===== src/rtl/bs_sched.sv =====
// bs_sched: round-robin merge of two accumulator requesters into one rounded/saturated 16-bit result stream.
// Two-cycle latency; full-rate under i_0_ack, stalls back to t_x_ack; BS_SCHED_SAT_CNT_EN adds saturation counters.
module bs_sched #(
  parameter int T_DAT_WIDTH = 36,
  parameter int I_DAT_WIDTH = 16,
  parameter int CNT_WIDTH   = 16
) (
  input  logic                   clk,
  input  logic                   reset,
  input  logic [T_DAT_WIDTH-1:0] t_0_dat,
  input  logic [T_DAT_WIDTH-1:0] t_1_dat,
  input  logic                   t_0_req,
  input  logic                   t_1_req,
  output logic                   t_0_ack,
  output logic                   t_1_ack,
  input  logic [7:0]             t_cfg_0_dat,
  input  logic [7:0]             t_cfg_1_dat,
  output logic [I_DAT_WIDTH:0]   i_0_dat,
  output logic                   i_0_req,
  input  logic                   i_0_ack,
  input  logic                   cnt_clr,
  output logic [CNT_WIDTH-1:0]   sat_cnt_0,
  output logic [CNT_WIDTH-1:0]   sat_cnt_1
);

  localparam int SH_W = 6;
  localparam logic [SH_W-1:0] RND_MAX    = SH_W'(T_DAT_WIDTH - 2);
  localparam logic [SH_W-1:0] PRESAT_LIM = SH_W'(T_DAT_WIDTH - I_DAT_WIDTH);
  localparam logic [SH_W-1:0] MSB_OFS    = SH_W'(I_DAT_WIDTH - 1);
  localparam logic [I_DAT_WIDTH-1:0] POS_MAX = {1'b0, {(I_DAT_WIDTH-1){1'b1}}};
  localparam logic [I_DAT_WIDTH-1:0] NEG_MAX = {1'b1, {(I_DAT_WIDTH-1){1'b0}}};

  typedef struct packed {
    logic [T_DAT_WIDTH-1:0] dat;
    logic [6:0]             cfg;
    logic                   src;
  } s1_t;

  s1_t                  s1;
  logic                 s1_vld;
  logic                 out_vld;
  logic [I_DAT_WIDTH:0] out_dat;
  logic                 rr_pri;
  logic                 out_can;
  logic                 s1_can;
  logic                 gnt_0;
  logic                 gnt_1;
  logic                 acc;

  assign out_can = ~out_vld | i_0_ack;
  assign s1_can  = ~s1_vld | out_can;

  // rr_pri names the requester that wins a tie
  assign gnt_0   = t_0_req & (~t_1_req | ~rr_pri);
  assign gnt_1   = t_1_req & (~t_0_req | rr_pri);
  assign t_0_ack = gnt_0 & s1_can & ~reset;
  assign t_1_ack = gnt_1 & s1_can & ~reset;
  assign acc     = t_0_ack | t_1_ack;

  assign i_0_req = out_vld;
  assign i_0_dat = out_dat;

  logic [SH_W-1:0]               sh;
  logic signed [T_DAT_WIDTH-1:0] sdat;
  logic signed [T_DAT_WIDTH-1:0] hi;
  logic [I_DAT_WIDTH-1:0]        shifted;
  logic [I_DAT_WIDTH-1:0]        res;
  logic                          rnd;
  logic                          presat;
  logic                          carry;
  logic                          neg;
  logic                          clamp;
  logic                          sat;

  assign sh      = s1.cfg[SH_W-1:0];
  assign sdat    = s1.dat;
  assign shifted = I_DAT_WIDTH'(sdat >>> sh);
  assign rnd     = (sh != '0) && (sh <= RND_MAX) && 1'(sdat >>> (sh - SH_W'(1)));
  // hi holds the bits above the result MSB, sign-extended; they must all match to fit
  assign hi      = sdat >>> (sh + MSB_OFS);
  assign presat  = (sh < PRESAT_LIM) && !((&hi) || !(|hi));
  assign carry   = rnd && (shifted == POS_MAX);
  assign sat     = presat | carry;
  assign neg     = s1.dat[T_DAT_WIDTH-1];
  assign clamp   = s1.cfg[6] & neg;

  always_comb begin
    res = shifted + {{(I_DAT_WIDTH-1){1'b0}}, rnd};
    if (clamp) begin
      res = '0;
    end else if (sat) begin
      res = neg ? NEG_MAX : POS_MAX;
    end
  end

  always_ff @(posedge clk) begin
    if (reset) begin
      s1      <= '0;
      s1_vld  <= 1'b0;
      out_vld <= 1'b0;
      out_dat <= '0;
      rr_pri  <= 1'b0;
    end else begin
      if (acc) begin
        s1_vld <= 1'b1;
        rr_pri <= t_0_ack;
        if (t_0_ack) begin
          s1 <= '{dat: t_0_dat, cfg: t_cfg_0_dat[6:0], src: 1'b0};
        end else begin
          s1 <= '{dat: t_1_dat, cfg: t_cfg_1_dat[6:0], src: 1'b1};
        end
      end else if (out_can) begin
        s1_vld <= 1'b0;
      end
      if (out_can) begin
        out_vld <= s1_vld;
        if (s1_vld) begin
          out_dat <= {s1.src, res};
        end
      end
    end
  end

`ifdef BS_SCHED_SAT_CNT_EN
  logic [CNT_WIDTH-1:0] cnt_0;
  logic [CNT_WIDTH-1:0] cnt_1;
  logic                 sat_mv;

  // clamped results never count, even if the raw value would have saturated
  assign sat_mv = s1_vld & out_can & sat & ~clamp;

  always_ff @(posedge clk) begin
    if (reset || cnt_clr) begin
      cnt_0 <= '0;
      cnt_1 <= '0;
    end else if (sat_mv) begin
      if (!s1.src && !(&cnt_0)) cnt_0 <= cnt_0 + CNT_WIDTH'(1);
      if (s1.src && !(&cnt_1))  cnt_1 <= cnt_1 + CNT_WIDTH'(1);
    end
  end

  assign sat_cnt_0 = cnt_0;
  assign sat_cnt_1 = cnt_1;
`else
  assign sat_cnt_0 = '0;
  assign sat_cnt_1 = '0;
`endif

endmodule


===== config.mk =====
export PLATFORM = sky130hd
export DESIGN_NAME = bs_sched
export DESIGN_NICKNAME = d
export VERILOG_FILES = /design/src/rtl/bs_sched.sv
export SDC_FILE = /design/constraint.sdc
export NUM_CORES = 1
export LEC_CHECK = 0
export CAP_MARGIN = 0
export CELL_PAD_IN_SITES_DETAIL_PLACEMENT = 0
export CELL_PAD_IN_SITES_GLOBAL_PLACEMENT = 1
export CORE_ASPECT_RATIO = 0.6
export CORE_UTILIZATION = 40
export CTS_BUF_LIST = sky130_fd_sc_hd__clkbuf_8
export CTS_CLUSTER_SIZE = 10
export DETAILED_ROUTE_END_ITERATION = 8
export PLACE_DENSITY_LB_ADDON = 0.1
export REMOVE_ABC_BUFFERS = 1
export SYNTH_ARGS = -nofsm -noshare
export SYNTH_HDL_FRONTEND = slang
export SYNTH_SLANG_ARGS = --single-unit

===== constraint.sdc =====
create_clock -name clk -period 5.9 [get_ports clk]
set_clock_uncertainty 0.05 [all_clocks]
set_input_delay 1.77 -clock clk [delete_from_list [all_inputs] [get_ports clk]]
set_output_delay 1.77 -clock clk [all_outputs]
set_load 0.02 [all_outputs]

==> flow_summary.json, run 1 <==
{
  "grt_use_total_pct": 30.3,
  "dieArea_um2": 23900,
  "leakage_uw": 0.00358,
  "p_seq_share_pct": 27.2,
  "ys_types": 89,
  "synth_area_per_cell_um2": 8.91,
  "vdd_ir_drop_max_uv": 100,
  "synth_top_area_share_pct": 22.2,
  "fp.coreArea_um2": 22400,
  "setup_violations": 0,
  "via_count": 9212,
  "routabilityCongestion": 1.02,
  "root_buffer": "clkbuf_8",
  "dr.pass1.iters": 5,
  "grt_max_degree": 91,
  "wl_per_cell_um": 25.5,
  "hold_class": "reg2reg",
  "initial_utilization_pct": 41.6,
  "postSynthCellCount": 1047,
  "fp.dieW_um": 199,
  "yosysTopAreaCell": "mux4_2",
  "drv_cap": 0,
  "drc": 0,
  "end_kind": "flop",
  "internal_power_uw": 1150,
  "fmax_mhz": 175,
  "drtIter0Drc": 1213,
  "rows": 42,
  "path_class": "reg2reg",
  "finalPower_uw": 2080,
  "grt_pass1_vias": 8440,
  "status": "finished, final reports clean",
  "antennaDiodeCount": 0,
  "routed_wl_mm": 35.5,
  "synth-seq-area-share_pct": 13.7,
  "hpwl_mm": 26.1,
  "ys_seq_elements": 64,
  "cts_max_level": 3,
  "synth_area_um2": 9320,
  "ant_nets": 0,
  "cts_resized": 0,
  "layout-drive-gt1-share_pct": 19.8,
  "tightest_slew_ps": 1100,
  "overflow": 0,
  "sw_frac_of_total_pct": 44.4,
  "cts_setup_buffers": 0,
  "clock-sinks": 64,
  "rsz0062_at_grt": "false",
  "nets": 1179,
  "avgViaCountPerCell": 6.61,
  "hold_viol_final": 0,
  "die_height_um": 120,
  "clockBufferDepth": 2,
  "critPathArrivalTime_ps": 5990,
  "grt_pass1_wl_mm": 54.1,
  "p_comb_share_pct": 53.3,
  "synthArstFlopShare_pct": 0,
  "clockPowerShare_pct": 19.5,
  "period_minus_slack_ps": 5730,
  "cts_buffers": 9,
  "start_kind": "flop",
  "crit_path_max_fanout": 29,
  "slew_viol_final": 0,
  "cts-hold-fix-buffers": 0,
  "fin_tns_setup_ps": 0,
  "cts_tree": "done",
  "clk_pin_slew_ps": 70,
  "relSlewSlack_pct": 26.3,
  "required_ps": 6160,
  "synth.area.top_cells": "mux4_2, dfxtp_1, mux2i_1",
  "clkLatencyLatePin_ps": 380,
  "antenna_found_initial": 0,
  "power_density_nw_per_um2": 197,
  "io_pins": 146,
  "stdcell_count": 1393,
  "place_inst": 1377,
  "p_sw_uw": 922,
  "syn2layout_area_growth_pct": 13.0,
  "yosys_warnings": 0,
  "yosys_most_used_dff": "dfxtp_1",
  "io_buffers": 110,
  "synth_edf_count": 0,
  "period_share_pct": 97.1
}
[sequential cells by signal, indices dropped and copies added, names as in the netlist]
register / cells
i_0_req: 1
rr_pri: 1
i_0_dat: 17
s1_vld: 1
sdat: 36
s1: 8
[path summary, 6_finish.rpt]
path	start	endpoint	slack, ps	depth (start not counted)
min	sdat[26]$_SDFFE_PP0P_	sdat[26]$_SDFFE_PP0P_	410	2
max	s1[1]$_SDFFE_PP0P_	i_0_dat[8]$_SDFFE_PP0P_	170	13
min reg2reg	sdat[26]$_SDFFE_PP0P_	sdat[26]$_SDFFE_PP0P_	410	2
max reg2reg	s1[1]$_SDFFE_PP0P_	i_0_dat[8]$_SDFFE_PP0P_	170	13
[power groups by stage]
stage	Combinational [uW]	Sequential (uW)	Clock, uW
after detailed placement	1080	568	0
after CTS	1080	559	415
final	1110	564	405
after global placement	1080	568	0
after floorplan	680	579	0
after global routing	1180	567	435
[cell usage after synthesis, types with 9 or more instances]
cell,n
clkbuf_1,69
nor2b_1,11
mux2i_1,77
nand2b_1,11
buf_6,11
a211oi_1,13
a221o_1,16
mux2_2,32
o31ai_1,9
o22ai_1,14
buf_2,26
nand4_1,9
o21ai_0,36
nand2_1,105
nand3_1,30
and2_1,9
a31oi_1,9
mux4_2,92
dfxtp_1,64
xnor2_1,12
nor2_1,65
a22oi_1,44
a21oi_1,67
nor3_1,21
buf_4,43
[critical path: stages, from the launching register on]
cell	delay [ps]
dfxtp_4	590
clkinv_1	290
ha_2	880
buf_4	330
mux4_2	400
o21ai_0	140
nand4_1	110
a2111oi_0	860
nand4b_1	170
or4_1	530
nor3_2	260
a211oi_2	120
nor3_4	600
a221o_1	260
[layout make-up]
cell class / count / area (um2)
Fill cell: 2244 / 11900
Clock buffer: 10 / 138
Timing Repair Buffer: 148 / 1390
Clock inverter: 6 / 66.3
Inverter: 7 / 26.3
Tap cell: 308 / 385
Sequential cell: 64 / 1290
Multi-Input combinational cell: 850 / 7240
[per-stage QoR]
| step | worst slack, ps | area, um2 | utilization [%] | hold WS [ps] |
|---|---|---|---|---|
| after floorplan | -4470 | 8530 | - | 387 |
| after global placement | 453 | 10300 | 46.1 | 395 |
| after detailed placement | 459 | 10300 | 46.1 | 401 |
| after CTS | 421 | 10500 | 47.0 | 411 |
| after global routing | 69.4 | 10500 | 47.0 | 433 |
| final | 173 | 10500 | 47.0 | 407 |
[cell usage in the layout (no fill, tap or decap), types with 6 or more instances in the layout]
cell type,instances
a22oi_1,44
nand2_1,105
nand3_1,30
dfxtp_1,60
o22ai_1,14
and3_1,7
mux2i_1,77
nor3_1,21
nand4_1,9
a221o_1,16
a2111oi_0,6
o211ai_1,8
clkbuf_8,10
nor2_1,64
nor2b_1,11
a21oi_1,67
and2_1,9
mux2_2,32
nor4_1,6
xnor2_1,11
nand2b_1,11
mux4_2,92
buf_4,37
a31oi_1,9
o31ai_1,9
clkdlybuf4s50_1,109
a211oi_1,13
conb_1,32
o21ai_0,36
xor2_1,6
[layer usage]
layer,vias to the layer above,global-route usage [%],routed length [um]
li1,4088,-,-
met1,4565,47.9,16700
met2,529,37.6,13600
met3,30,11.0,4770
met4,0,5.82,424
met5,-,0,0
[cells by family after synthesis]
kind of cell | share of synthesized area [%]
AO/OA/AOI/OAI | 21.7
XOR/XNOR | 2.04
adder cells (fa/ha/maj) | 0.671
buffers and inverters | 10.0
flip-flops | 13.7
multiplexers | 35.5
other | 0.0402
AND/OR/NAND/NOR | 16.3
(Power assumes the default switching activity.)
==> run 2: changes to the inputs <==
Settings changed: CORE_ASPECT_RATIO 0.6 to 0.7.
==> flow_summary.json, run 2 (synthesized netlist as in run 1, its figures left out) <==
{
  "slew_viol_final": 0,
  "multi_input_area_um2": 7240,
  "setup_violations": 0,
  "dieArea_um2": 23900,
  "status": "finished, final reports clean",
  "register_area_um2": 1290,
  "num-fill-cells": 2231,
  "grt_pass1_wl_mm": 53.2,
  "end_kind": "output pin",
  "grt_max_degree": 112,
  "clkLatencyLatePin_ps": 380,
  "wl_per_cell_um": 24.7,
  "relSlewSlack_pct": 28.7,
  "hold_viol_final": 0,
  "min_path_cells": 2,
  "ant_nets": 0,
  "cts_tree": "done",
  "dp_slack_ps": 772,
  "routed_wl_mm": 34.5,
  "vdd_ir_drop_max_uv": 90.5,
  "clk_pin_slew_ps": 80,
  "die_height_um": 130,
  "fin_area_um2": 10500,
  "cts_max_level": 3,
  "mostFrequentLayoutCell": "clkdlybuf4s50_1",
  "drv_cap": 0,
  "cts-hold-fix-buffers": 0,
  "routabilityCongestion": 0.970,
  "cts_resized": 0,
  "nets": 1178,
  "grt_pass1_vias": 8370,
  "drc": 0,
  "io_buffers": 110,
  "tightest_slew_ps": 1070,
  "power_density_nw_per_um2": 192,
  "rows": 46,
  "antennaDiodeCount": 0,
  "period_share_pct": 86.9,
  "fp.coreArea_um2": 22700,
  "clock-sinks": 64,
  "hpwl_mm": 24.7,
  "path_class": "in2out",
  "drtIter0Drc": 1253,
  "fp.dieW_um": 184,
  "dr.pass1.iters": 5,
  "clockBufferDepth": 2,
  "placed_area_um2": 10300,
  "largest_reg_flops": 36,
  "root_buffer": "clkbuf_8",
  "antenna_found_initial": 1,
  "hold_class": "reg2reg",
  "via_count": 9252,
  "overflow": 0,
  "layout-drive-gt1-share_pct": 19.6,
  "syn2layout_area_growth_pct": 12.7,
  "setup_ws_ps": 774,
  "crit_path_max_fanout": 4,
  "finalPower_uw": 2020,
  "grt_use_total_pct": 29.5,
  "cts_buffers": 9,
  "io_pins": 146,
  "critPathArrivalTime_ps": 3310,
  "required_ps": 4080,
  "rsz0062_at_grt": "false",
  "initial_utilization_pct": 41.0,
  "layout_common_cells": "clkdlybuf4s50_1, nand2_1, mux4_2",
  "cts_setup_buffers": 0,
  "leakage_uw": 0.00356,
  "start_kind": "primary input",
  "period_minus_slack_ps": 5130,
  "fmax_mhz": 195,
  "avgViaCountPerCell": 6.63,
  "reg2regPathDepth": 13
}
==> run 2: stage by stage <==
stage / setup TNS, ps / util, % / hold slack, ps / std cells
floorplan: -68760 / - / 387 / 921
finish: 0 / 46.2 / 417 / 1396
detailed placement: 0 / 45.5 / 404 / 1380
global placement: 0 / 45.5 / 399 / 1380
CTS: 0 / 46.2 / 415 / 1396
global route: 0 / 46.2 / 454 / 1396
==> run 2: metal layers <==
layer  track usage, %  vias up  part of all wire, %
li1                 -     4099                    -
met1             46.8     4473                   47
met2             38.2      632                   39
met3             7.68       48                   12
met4             7.40        0                  1.8
met5            0.800        -                    0
==> run 2: cell type report <==
type                    count  area share (%)
inverters                   7           0.250
clock buffers               9            1.18
repair buffers            147            13.3
well taps                 312            3.72
clock inverters             7           0.381
multi-input cells         850            68.9
flip-flops and latches     64            12.3
==> run 2: worst paths after layout <==
check                              from  slack [ps]                  endpoint
hold reg to reg   sdat[33]$_SDFFE_PP0P_         420     sdat[33]$_SDFFE_PP0P_
hold / removal    sdat[33]$_SDFFE_PP0P_         420     sdat[33]$_SDFFE_PP0P_
setup / recovery                i_0_ack         770                   t_1_ack
setup reg to reg     s1[1]$_SDFFE_PP0P_         810  i_0_dat[14]$_SDFFE_PP0P_
==> run 2: report_power, final <==
group          internal (uW)  switching (uW)  leakage [uW]
clock                    149             202     0.0000899
combinational            481             633       0.00295
sequential               466            87.5      0.000527
total                   1100             923       0.00356
==> run 2: worst max-delay path: stages <==
cell	delay, ps
clkdlybuf4s50_1	450
nor2b_1	70
a21oi_1	190
and3_2	220
clkdlybuf4s50_1	610
==> run 3: changes to the inputs <==
Clock period 5.9 ns to 5.94 ns, I/O delays scaled along.
==> flow_summary.json, run 3 (synthesized netlist as in run 1, its figures left out) <==
{
  "antennaDiodeCount": 0,
  "relSlewSlack_pct": 28.0,
  "crit_path_max_fanout": 4,
  "syn2layout_area_growth_pct": 12.9,
  "finalPower_uw": 2050,
  "die_height_um": 130,
  "clk_pin_slew_ps": 70,
  "power_density_nw_per_um2": 195,
  "slew_viol_final": 0,
  "cts-hold-fix-buffers": 0,
  "wl_per_cell_um": 24.7,
  "start_kind": "primary input",
  "cts_setup_buffers": 0,
  "dp_slack_ps": 777,
  "timing.hold.ws_ps": 427,
  "rr_startpoint": "s1[1]$_SDFFE_PP0P_",
  "routabilityCongestion": 0.991,
  "layout_common_cells": "clkdlybuf4s50_1, nand2_1, mux4_2",
  "rsz0062_at_grt": "false",
  "min_path_cells": 2,
  "tightest_slew_ps": 1080,
  "reg2regPathDepth": 13,
  "clockBufferDepth": 2,
  "status": "finished, final reports clean",
  "avgViaCountPerCell": 6.52,
  "fp.coreArea_um2": 22700,
  "cts_resized": 0,
  "hp-start": "sdat[0]$_SDFFE_PP0P_",
  "grt_pass1_wl_mm": 52.0,
  "crit_start": "i_0_ack",
  "leakage_uw": 0.00357,
  "path_class": "in2out",
  "drtIter0Drc": 1175,
  "via_count": 9090,
  "layout-drive-gt1-share_pct": 19.6,
  "cts_buffers": 9,
  "grt_max_degree": 112,
  "clkLatencyLatePin_ps": 390,
  "io_pins": 146,
  "place_inst": 1379,
  "clock-sinks": 64,
  "period_share_pct": 86.8,
  "root_buffer": "clkbuf_8",
  "dr.pass1.iters": 5,
  "routed_wl_mm": 34.4,
  "hpwl_mm": 24.7,
  "hold_class": "reg2reg",
  "required_ps": 4110,
  "overflow": 0,
  "fp.dieW_um": 184,
  "nets": 1177,
  "drv_cap": 0,
  "drc": 0,
  "setup_ws_ps": 781,
  "period_minus_slack_ps": 5160,
  "initial_utilization_pct": 41.0,
  "rows": 46,
  "grt_pass1_vias": 8091,
  "r2r_slack_ps": 790,
  "ant_nets": 0,
  "io_buffers": 110,
  "hold_viol_final": 0,
  "vdd_ir_drop_max_uv": 119,
  "mostFrequentLayoutCell": "clkdlybuf4s50_1",
  "cts_tree": "done",
  "postLayoutCoreUtil_pct": 46.3,
  "stdcell_count": 1395,
  "cts_max_level": 3,
  "dieArea_um2": 23900,
  "antenna_found_initial": 0,
  "setup_violations": 0,
  "critPathArrivalTime_ps": 3330,
  "hold_end": "sdat[0]$_SDFFE_PP0P_",
  "grt_use_total_pct": 29.2,
  "largest_reg_flops": 36,
  "r2r_end": "i_0_dat[14]$_SDFFE_PP0P_",
  "end_kind": "output pin",
  "fmax_mhz": 194
}
==> run 3: layout make-up <==
cell class,instances,area [um2]
sequential,64,1290
inverter,7,26.3
timing repair buffer,146,1380
clock buffer,10,138
fill,2229,12200
tap,312,390
clock inverter,6,67.6
multi-input combinational,850,7240
==> run 3: how the worst max path moves through the flow <==
| stage | cells past startpoint | end |
|---|---|---|
| after CTS | 5 | t_1_ack |
| final | 5 | t_1_ack |
| after global routing | 13 | i_0_dat[14]$_SDFFE_PP0P_ |
| after global placement | 5 | t_1_ack |
| after detailed placement | 6 | t_0_ack |
| after floorplan | 15 | i_0_dat[11]$_SDFFE_PP0P_ |
==> run 3: critical path: stages <==
cell,delay [ps]
clkdlybuf4s50_1,450
nor2b_1,70
a21oi_1,200
and3_2,220
clkdlybuf4s50_1,610
==> run 3: through the flow <==
step | cell area, um2 | TNS, ps
finish | 10500 | 0
global route | 10500 | 0
CTS | 10500 | 0
detailed placement | 10300 | 0
global placement | 10300 | 0
floorplan | 8530 | -68120
==> run 3: routing by layer <==
metal	vias up	part of all wire (%)	global-route usage, %
li1	4083	-	-
met1	4347	46	45.4
met2	606	38	37.0
met3	54	14	10.1
met4	0	2.0	7.50
met5	-	0	0
==> run 3: where the power goes <==
part | switching [uW] | internal (uW) | total [uW]
Combinational | 618 | 476 | 1090
Clock | 195 | 206 | 401
Sequential | 91.6 | 463 | 554
